**src/rtl/mem_arb_pkg.sv**
```systemverilog
// Shared types for the unified-SRAM port arbiter: FSM states, port IDs, wait counter width.
// Latency: n/a (types and constants only).
// Backpressure: n/a.
package mem_arb_pkg;

    typedef enum logic [1:0] {
        ST_IDLE  = 2'd0,
        ST_ISSUE = 2'd1,
        ST_WAIT  = 2'd2
    } state_e;

    typedef enum logic {
        PORT_IF = 1'b0,
        PORT_DM = 1'b1
    } port_e;

    // Holds WAIT_CYC-1 for WAIT_CYC up to 15.
    localparam int CNT_W = 4;

endpackage

```
**src/rtl/mem_port_arbiter_if.sv**
```systemverilog
// Bundle of the IF request port, DM request port, SRAM port and pipeline stall.
// Latency: n/a (wiring only).
// Backpressure: requests are held until their done pulse; stall reports open requests.
// Modports: slave = arbiter side, master = core + SRAM side.
interface mem_port_arbiter_if #(
    parameter int DATA_W = 32,
    parameter int ADDR_W = 12
);
    logic              if_req;
    logic [ADDR_W-1:0] if_addr;
    logic              if_done;
    logic [DATA_W-1:0] if_rdata;

    logic              dm_req;
    logic              dm_we;
    logic [ADDR_W-1:0] dm_addr;
    logic [DATA_W-1:0] dm_wdata;
    logic              dm_done;
    logic [DATA_W-1:0] dm_rdata;

    logic              mem_en;
    logic              mem_we;
    logic [ADDR_W-1:0] mem_addr;
    logic [DATA_W-1:0] mem_wdata;
    logic [DATA_W-1:0] mem_rdata;

    logic              stall;

    modport slave (
        input  if_req, if_addr, dm_req, dm_we, dm_addr, dm_wdata, mem_rdata,
        output if_done, if_rdata, dm_done, dm_rdata,
               mem_en, mem_we, mem_addr, mem_wdata, stall
    );

    modport master (
        output if_req, if_addr, dm_req, dm_we, dm_addr, dm_wdata, mem_rdata,
        input  if_done, if_rdata, dm_done, dm_rdata,
               mem_en, mem_we, mem_addr, mem_wdata, stall
    );
endinterface

```
**src/rtl/arb_pick.sv**
```systemverilog
// Combinational winner select between the IF and DM request ports.
// Latency: 0 cycles (pure combinational).
// Backpressure: none; the caller only uses gnt_o while idle with a request pending.
// Ports: if_req_i, dm_req_i (requests), last_gnt_i (port served last), gnt_o (winner).
module arb_pick
    import mem_arb_pkg::*;
#(
    parameter bit RR_EN = 1'b0
) (
    input  logic  if_req_i,
    input  logic  dm_req_i,
    input  port_e last_gnt_i,
    output port_e gnt_o
);

    always_comb begin
        gnt_o = PORT_DM;
        if (if_req_i && !dm_req_i) begin
            gnt_o = PORT_IF;
        end else if (if_req_i && dm_req_i && RR_EN && (last_gnt_i == PORT_DM)) begin
            // Tie in round-robin mode: the port that was not served last wins.
            gnt_o = PORT_IF;
        end
    end

endmodule

```
**src/rtl/mem_port_arbiter.sv**
```systemverilog
// Serialises IF and DM accesses onto one single-port SRAM with WAIT_CYC wait states.
// Latency: request sampled at edge N -> done pulse in cycle N+WAIT_CYC+2.
// Backpressure: one access at a time; waiting requests are held and stall stays high.
// Ports: clk, rst (sync, active-high), bus (slave modport: IF/DM request ports, SRAM port, stall).
// Build option: define ARB_RR_EN for round-robin on contention (default: fixed DM over IF).
module mem_port_arbiter
    import mem_arb_pkg::*;
#(
    parameter int DATA_W   = 32,
    parameter int ADDR_W   = 12,
    parameter int WAIT_CYC = 1
) (
    input  logic              clk,
    input  logic              rst,
    mem_port_arbiter_if.slave bus
);

    state_e            state_q, state_d;
    logic [CNT_W-1:0]  cnt_q, cnt_d;
    port_e             port_q, port_d;
    port_e             gnt;
    port_e             last_gnt;
    logic              we_q, we_d;
    logic [ADDR_W-1:0] addr_q, addr_d;
    logic [DATA_W-1:0] wdata_q, wdata_d;
    logic [DATA_W-1:0] if_rdata_q, if_rdata_d;
    logic [DATA_W-1:0] dm_rdata_q, dm_rdata_d;
    logic              if_done_q, if_done_d;
    logic              dm_done_q, dm_done_d;
    logic              start;
    logic              finish;

    // A transaction starts from IDLE (including a done cycle) and finishes on the last WAIT cycle.
    assign start  = (state_q == ST_IDLE) && (bus.if_req || bus.dm_req);
    assign finish = (state_q == ST_WAIT) && (cnt_q == '0);

`ifdef ARB_RR_EN
    localparam bit RR_EN = 1'b1;
    port_e last_gnt_q, last_gnt_d;

    assign last_gnt_d = start ? gnt : last_gnt_q;

    // Resets to IF so that DM wins the first tie.
    always_ff @(posedge clk) begin
        if (rst) last_gnt_q <= PORT_IF;
        else     last_gnt_q <= last_gnt_d;
    end
    assign last_gnt = last_gnt_q;
`else
    localparam bit RR_EN = 1'b0;
    assign last_gnt = PORT_IF;
`endif

    arb_pick #(.RR_EN(RR_EN)) u_pick (
        .if_req_i   (bus.if_req),
        .dm_req_i   (bus.dm_req),
        .last_gnt_i (last_gnt),
        .gnt_o      (gnt)
    );

    // State register.
    always_ff @(posedge clk) begin
        if (rst) begin
            state_q <= ST_IDLE;
            cnt_q   <= '0;
        end else begin
            state_q <= state_d;
            cnt_q   <= cnt_d;
        end
    end

    // Next-state logic.
    always_comb begin
        state_d = state_q;
        cnt_d   = cnt_q;
        unique case (state_q)
            ST_IDLE:  if (start) state_d = ST_ISSUE;
            ST_ISSUE: begin
                state_d = ST_WAIT;
                cnt_d   = CNT_W'(WAIT_CYC - 1);
            end
            ST_WAIT:  begin
                if (cnt_q == '0) state_d = ST_IDLE;
                else             cnt_d   = cnt_q - CNT_W'(1);
            end
            default:  state_d = ST_IDLE;
        endcase
    end

    // Transaction latch on grant, read-data capture and done pulse on finish.
    always_comb begin
        port_d     = port_q;
        we_d       = we_q;
        addr_d     = addr_q;
        wdata_d    = wdata_q;
        if_rdata_d = if_rdata_q;
        dm_rdata_d = dm_rdata_q;
        if_done_d  = 1'b0;
        dm_done_d  = 1'b0;
        if (start) begin
            port_d = gnt;
            if (gnt == PORT_DM) begin
                we_d    = bus.dm_we;
                addr_d  = bus.dm_addr;
                wdata_d = bus.dm_wdata;
            end else begin
                we_d    = 1'b0;
                addr_d  = bus.if_addr;
            end
        end
        if (finish) begin
            if (port_q == PORT_DM) begin
                dm_done_d = 1'b1;
                // Writes leave the last DM read result untouched.
                if (!we_q) dm_rdata_d = bus.mem_rdata;
            end else begin
                if_done_d  = 1'b1;
                if_rdata_d = bus.mem_rdata;
            end
        end
    end

    always_ff @(posedge clk) begin
        if (rst) begin
            port_q     <= PORT_IF;
            we_q       <= 1'b0;
            addr_q     <= '0;
            wdata_q    <= '0;
            if_rdata_q <= '0;
            dm_rdata_q <= '0;
            if_done_q  <= 1'b0;
            dm_done_q  <= 1'b0;
        end else begin
            port_q     <= port_d;
            we_q       <= we_d;
            addr_q     <= addr_d;
            wdata_q    <= wdata_d;
            if_rdata_q <= if_rdata_d;
            dm_rdata_q <= dm_rdata_d;
            if_done_q  <= if_done_d;
            dm_done_q  <= dm_done_d;
        end
    end

    // Output logic.
    always_comb begin
        bus.mem_en = (state_q == ST_ISSUE);
        bus.mem_we = (state_q == ST_ISSUE) && we_q;
    end

    assign bus.mem_addr  = addr_q;
    assign bus.mem_wdata = wdata_q;
    assign bus.if_done   = if_done_q;
    assign bus.dm_done   = dm_done_q;
    assign bus.if_rdata  = if_rdata_q;
    assign bus.dm_rdata  = dm_rdata_q;
    assign bus.stall     = (bus.if_req && !if_done_q) || (bus.dm_req && !dm_done_q);

endmodule
```
**src/flat_wrapper.sv**
```systemverilog
// flat-port wrapper written by rule: the top's interface ports become plain ports
module mem_port_arbiter_flat import mem_arb_pkg::*;
#(
    parameter int DATA_W   = 32,
    parameter int ADDR_W   = 12,
    parameter int WAIT_CYC = 1
)
  (clk, rst, bus_if_req, bus_if_addr, bus_dm_req, bus_dm_we, bus_dm_addr, bus_dm_wdata, bus_mem_rdata, bus_if_done, bus_if_rdata, bus_dm_done, bus_dm_rdata, bus_mem_en, bus_mem_we, bus_mem_addr, bus_mem_wdata, bus_stall);
  mem_port_arbiter_if #(.DATA_W(DATA_W), .ADDR_W(ADDR_W)) bus_i ();
  input  logic clk;
  input  logic rst;
  input wire logic [$bits(bus_i.if_req)-1:0] bus_if_req;
  input wire logic [$bits(bus_i.if_addr)-1:0] bus_if_addr;
  input wire logic [$bits(bus_i.dm_req)-1:0] bus_dm_req;
  input wire logic [$bits(bus_i.dm_we)-1:0] bus_dm_we;
  input wire logic [$bits(bus_i.dm_addr)-1:0] bus_dm_addr;
  input wire logic [$bits(bus_i.dm_wdata)-1:0] bus_dm_wdata;
  input wire logic [$bits(bus_i.mem_rdata)-1:0] bus_mem_rdata;
  output wire logic [$bits(bus_i.if_done)-1:0] bus_if_done;
  output wire logic [$bits(bus_i.if_rdata)-1:0] bus_if_rdata;
  output wire logic [$bits(bus_i.dm_done)-1:0] bus_dm_done;
  output wire logic [$bits(bus_i.dm_rdata)-1:0] bus_dm_rdata;
  output wire logic [$bits(bus_i.mem_en)-1:0] bus_mem_en;
  output wire logic [$bits(bus_i.mem_we)-1:0] bus_mem_we;
  output wire logic [$bits(bus_i.mem_addr)-1:0] bus_mem_addr;
  output wire logic [$bits(bus_i.mem_wdata)-1:0] bus_mem_wdata;
  output wire logic [$bits(bus_i.stall)-1:0] bus_stall;
  assign bus_i.if_req = bus_if_req;
  assign bus_i.if_addr = bus_if_addr;
  assign bus_i.dm_req = bus_dm_req;
  assign bus_i.dm_we = bus_dm_we;
  assign bus_i.dm_addr = bus_dm_addr;
  assign bus_i.dm_wdata = bus_dm_wdata;
  assign bus_i.mem_rdata = bus_mem_rdata;
  assign bus_if_done = bus_i.if_done;
  assign bus_if_rdata = bus_i.if_rdata;
  assign bus_dm_done = bus_i.dm_done;
  assign bus_dm_rdata = bus_i.dm_rdata;
  assign bus_mem_en = bus_i.mem_en;
  assign bus_mem_we = bus_i.mem_we;
  assign bus_mem_addr = bus_i.mem_addr;
  assign bus_mem_wdata = bus_i.mem_wdata;
  assign bus_stall = bus_i.stall;
  mem_port_arbiter #(.DATA_W(DATA_W), .ADDR_W(ADDR_W), .WAIT_CYC(WAIT_CYC)) u_core (.clk(clk), .rst(rst), .bus(bus_i));
endmodule
```
**config.mk**
```make
export PLATFORM = sky130hd
export DESIGN_NAME = mem_port_arbiter_flat
export DESIGN_NICKNAME = d
export VERILOG_FILES = /design/src/rtl/mem_arb_pkg.sv /design/src/rtl/mem_port_arbiter_if.sv /design/src/rtl/arb_pick.sv /design/src/rtl/mem_port_arbiter.sv /design/src/flat_wrapper.sv
export SDC_FILE = /design/constraint.sdc
export NUM_CORES = 1
export LEC_CHECK = 0
export CAP_MARGIN = 25
export CORE_MARGIN = 5
export CORE_UTILIZATION = 50
export DETAILED_ROUTE_END_ITERATION = 10
export DONT_BUFFER_PORTS = 1
export PLACE_DENSITY_LB_ADDON = 0.08
export SLEW_MARGIN = 10
export SYNTH_ARGS = -nofsm -noshare
export SYNTH_HDL_FRONTEND = slang
export SYNTH_SLANG_ARGS = --single-unit
export TNS_END_PERCENT = 30
```
**constraint.sdc**
```tcl
create_clock -name clk -period 3.97 [get_ports clk]
set_clock_uncertainty 0.15 [all_clocks]
set_input_delay 0.9925 -clock clk [delete_from_list [all_inputs] [get_ports clk]]
set_output_delay 0.9925 -clock clk [all_outputs]
set_load 0.1 [all_outputs]
```
==> summary.md <==
| Metric | Value |
|---|---|
| Min-Delay Endpoint | `u_core.we_q` |
| Clock transition time at the flip-flop clock pins of the worst setup and hold paths | `60 ps` |
| Fmax | `319.7 MHz` |
| Share of power burned in the clock network | `45.3%` |
| Vias in the first global route | `3871` |
| Die extent in x | `108.4 µm` |
| Outcome | `finished, final reports clean` |
| Max-cap check violation count | `0` |
| Total global-route track usage | `21.93%` |
| Most common cell after layout, fill and taps aside | `sky130_fd_sc_hd__dfxtp_1` |
| Mean cell area of the mapped netlist | `9.338 µm²` |
| Initial antenna violation count | `0` |
| Total power of the final layout | `0.003444 W` |
| Primary flip-flop cell chosen by synthesis mapping | `sky130_fd_sc_hd__dfxtp_1` |
| Number of nets produced by synthesis | `613` |
| Starting utilization of the core area | `51.86%` |
| Vert. Die Dim | `108.4 µm` |
| RSZ-0062 raised after global routing | `false` |
| Slack of the critical path | `842.0 ps` |
| Area enclosed by the die boundary | `0.01174 mm²` |
| Hold path start | `u_core.we_q` |
| Count of buffers added by post-CTS timing repair for setup | `0` |
| Highest-count cells in the layout ignoring fill and taps | `sky130_fd_sc_hd__dfxtp_1 (117), sky130_fd_sc_hd__a21oi_1 (81), sky130_fd_sc_hd__mux2i_1 (44)` |
| Number of synthesized flops with an enable pin | `0` |
| Cell area power density | `629.0 mW/mm²` |
| Max Transition Viols Final | `0` |
| Number of cells produced by synthesis | `518` |
| Final critical-path share of the clock period | `78.79%` |
| Arrival time at the worst endpoint | `1990 ps` |
| Maximum level of the CTS H-tree | `4` |
| Async set-reset flop share out of synthesis | `0%` |
| Vias per cell | `6.055` |
| Worst reg2reg path depth | `6` |
| Number of antenna-violating nets in the routed design | `0` |
| RePlAce Congestion | `0.7438` |
| R2r setup slk | `1520 ps` |
| Post-route cell area | `0.005475 mm²` |
| Instance area at placement | `0.004842 mm²` |
| Maximum clock path buffer count | `2` |
| Count of instances resized after the clock tree is built | `0` |
| Sequential fraction of design power | `48.6%` |
| Final period demand of the worst path | `3128 ps` |
| Worst reg2reg endpoint | `u_core.bus.dm_rdata[23]` |
| Worst voltage drop across the vdd grid | `0.3097 mV` |
| Switching portion of total power | `33.18%` |
| Site Rows | `35` |
| Largest net degree at the start of global routing | `119` |
| Class of the most critical setup path | `register to output pin` |
| Storage cell area | `0.002364 mm²` |
| Hold Path Depth | `2` |
| Detailed-routing iteration count for the pre-antenna-repair pass | `4` |
| Number of nets in the final layout | `588` |
| Class of the tightest hold or removal check | `register to register` |
| Clock tree from TritonCTS | `yes` |
| Wire per inst | `20.53 µm` |
| Inserted Clock Buffers | `17` |
| Count of buffers inserted at the top-level ports | `0` |
| Detailed Route Iter0 Violations | `239` |
| Clk_lat worst skew | `510 ps` |
| Global route overflow | `0` |
| Total of flip-flops plus latches after synthesis | `118` |
| Final total negative setup slack | `0 ps` |
| Static power due to leakage | `1.947 nW` |
| Filler cell count in the final layout | `838` |
| Routed vias | `3845` |
| Half-perimeter wire length after detailed placement | `8.362 mm` |
| Growth of design area from synthesis to finish | `13.19%` |
| Ratio of cells with drive above 1 in the final layout | `11.86%` |
| Number of sinks driven by the clock tree | `118` |
| Yosys Warn Count | `0` |
| Number of distinct standard cells referenced by the synthesized netlist | `36` |
| Cell internal power dissipation | `0.002301 W` |
| DR DRC count | `0` |
| Post-layout utilization of the core | `58.70%` |
| Seq/Total Area, Yosys | `48.84%` |
| Diodes inserted | `0` |
| Floorplan core area | `0.009328 mm²` |
| Net load switching power | `0.001143 W` |
| Final Hold Violating Endpoints | `0` |
| Buffer cell driving the clock tree root | `sky130_fd_sc_hd__clkbuf_8` |
| Cell Area, Synth | `0.004837 mm²` |
| Beginning of the worst register-to-register path | `u_core.cnt_q[0]` |
| Post-placement worst setup slack | `1340 ps` |
| Total routed wirelength | `13.03 mm` |
| Element type at the critical path end | `output pin` |
| Endpoints failing setup | `0` |
| Hold Buf Count CTS | `0` |
| Largest driver fanout on the critical path | `8` |
| Worst path required time | `2830 ps` |
| Critical path startpoint category | `register` |
| Top-level I/O count | `206` |
| Headroom to the max-slew limit | `29.05%` |
| Slew of the pin with the lowest slew margin | `1063 ps` |
| Combinational power share | `6.1%` |
| Area of the multi-input gates | `0.002197 mm²` |
| Global-route wire length before repair | `20.29 mm` |
[state kept, by name (all words and copies together) (netlist names)]
register,flops
u_core.bus.dm_rdata,32
u_core.bus.if_rdata,32
u_core.bus.mem_wdata,32
u_core.bus.mem_addr,12
u_core.cnt_q,4
u_core.state_q,2
u_core.bus.dm_done,1
u_core.bus.if_done,1
u_core.port_q,1
u_core.we_q,1
[synthesized netlist by cell type, types with 2 or more instances]
master | number | area share (%)
sky130_fd_sc_hd__nand3_1 | 36 | 3.7
sky130_fd_sc_hd__or2_2 | 2 | 0.26
sky130_fd_sc_hd__o21ai_0 | 25 | 2.6
sky130_fd_sc_hd__a211oi_1 | 13 | 2.0
sky130_fd_sc_hd__dfxtp_1 | 118 | 49
sky130_fd_sc_hd__o211ai_1 | 2 | 0.31
sky130_fd_sc_hd__o31ai_2 | 4 | 1.0
sky130_fd_sc_hd__inv_1 | 6 | 0.47
sky130_fd_sc_hd__o31ai_1 | 28 | 4.3
sky130_fd_sc_hd__buf_4 | 4 | 0.62
sky130_fd_sc_hd__nand2_1 | 2 | 0.16
sky130_fd_sc_hd__ha_1 | 2 | 0.52
sky130_fd_sc_hd__nand2b_1 | 3 | 0.39
sky130_fd_sc_hd__clkbuf_1 | 30 | 2.3
sky130_fd_sc_hd__mux2i_1 | 44 | 9.1
sky130_fd_sc_hd__nor2_1 | 37 | 2.9
sky130_fd_sc_hd__buf_6 | 3 | 0.70
sky130_fd_sc_hd__o21ai_1 | 10 | 1.0
sky130_fd_sc_hd__a21oi_1 | 81 | 8.4
sky130_fd_sc_hd__buf_1 | 3 | 0.23
sky130_fd_sc_hd__buf_2 | 18 | 1.9
sky130_fd_sc_hd__nor4_1 | 2 | 0.26
sky130_fd_sc_hd__nand4b_1 | 32 | 5.8
[per-stage QoR]
stage / hold slack [ps] / cells
2_1_floorplan: 316.2 / 518
3_3_place_gp: 363.9 / 602
3_5_place_dp: 345.8 / 602
4_1_cts: 357.6 / 634
5_1_grt: 381.1 / 635
6_report: 357.6 / 635
[cells by family (layout without fill, tap and decap cells)]
logic type | count (synthesis) | in the layout | share of synthesized area [%]
adder cells (fa/ha/maj) | 2 | 2 | 0.5172
AND/OR/NAND/NOR | 124 | 124 | 15.18
AO/OA/AOI/OAI | 166 | 166 | 20.15
flip-flops | 118 | 118 | 48.84
buffers and inverters | 64 | 52 | 6.208
multiplexers | 44 | 44 | 9.105
[power groups by stage]
| stage | Combinational [W] | Clock [W] | Sequential [W] |
|---|---|---|---|
| after CTS | 0.000209 | 0.00158 | 0.00167 |
| after global placement | 0.000202 | 0 | 0.00170 |
| after floorplan | 0.000193 | 0 | 0.00168 |
| after detailed placement | 0.000210 | 0 | 0.00170 |
| after global routing | 0.000234 | 0.00166 | 0.00168 |
| final | 0.000211 | 0.00156 | 0.00167 |
[layout make-up]
cell class                      instances  area share (%)
Clock buffer                           17           7.564
Clock inverter                         15           3.496
Inverter                                6          0.4113
Multi-Input combinational cell        336           40.13
Sequential cell                       118           43.17
Tap cell                              129           2.948
Timing Repair Buffer                   14           2.285
[per-layer routing]
layer	wire [µm]	GRT usage [%]	vias up
met2	6248	34.90	179
met4	224	9.017	0
met3	1394	8.597	18
met5	0	0	-
li1	-	-	1843
met1	5166	26.52	1805
[critical path: stages, from the launching register on]
cell and delay [ps]:
sky130_fd_sc_hd__dfxtp_1 460, sky130_fd_sc_hd__nand2b_1 160, sky130_fd_sc_hd__inv_1 70, sky130_fd_sc_hd__buf_4 310, sky130_fd_sc_hd__and2_1 180, sky130_fd_sc_hd__buf_4 290
[worst max path at each step]
| stage | startpoint | end | slack, ps | depth (start not counted) |
|---|---|---|---|---|
| 2_1_floorplan | bus_dm_req | bus_stall | 350 | 2 |
| 3_3_place_gp | bus_if_req | bus_stall | 1340 | 3 |
| 3_5_place_dp | bus_if_req | bus_stall | 1340 | 3 |
| 4_1_cts | u_core.state_q[0] | bus_mem_we | 820 | 5 |
| 5_1_grt | u_core.state_q[0] | bus_mem_we | 690 | 5 |
| 6_report | u_core.state_q[0] | bus_mem_we | 840 | 5 |
(Power assumes the default switching activity.)
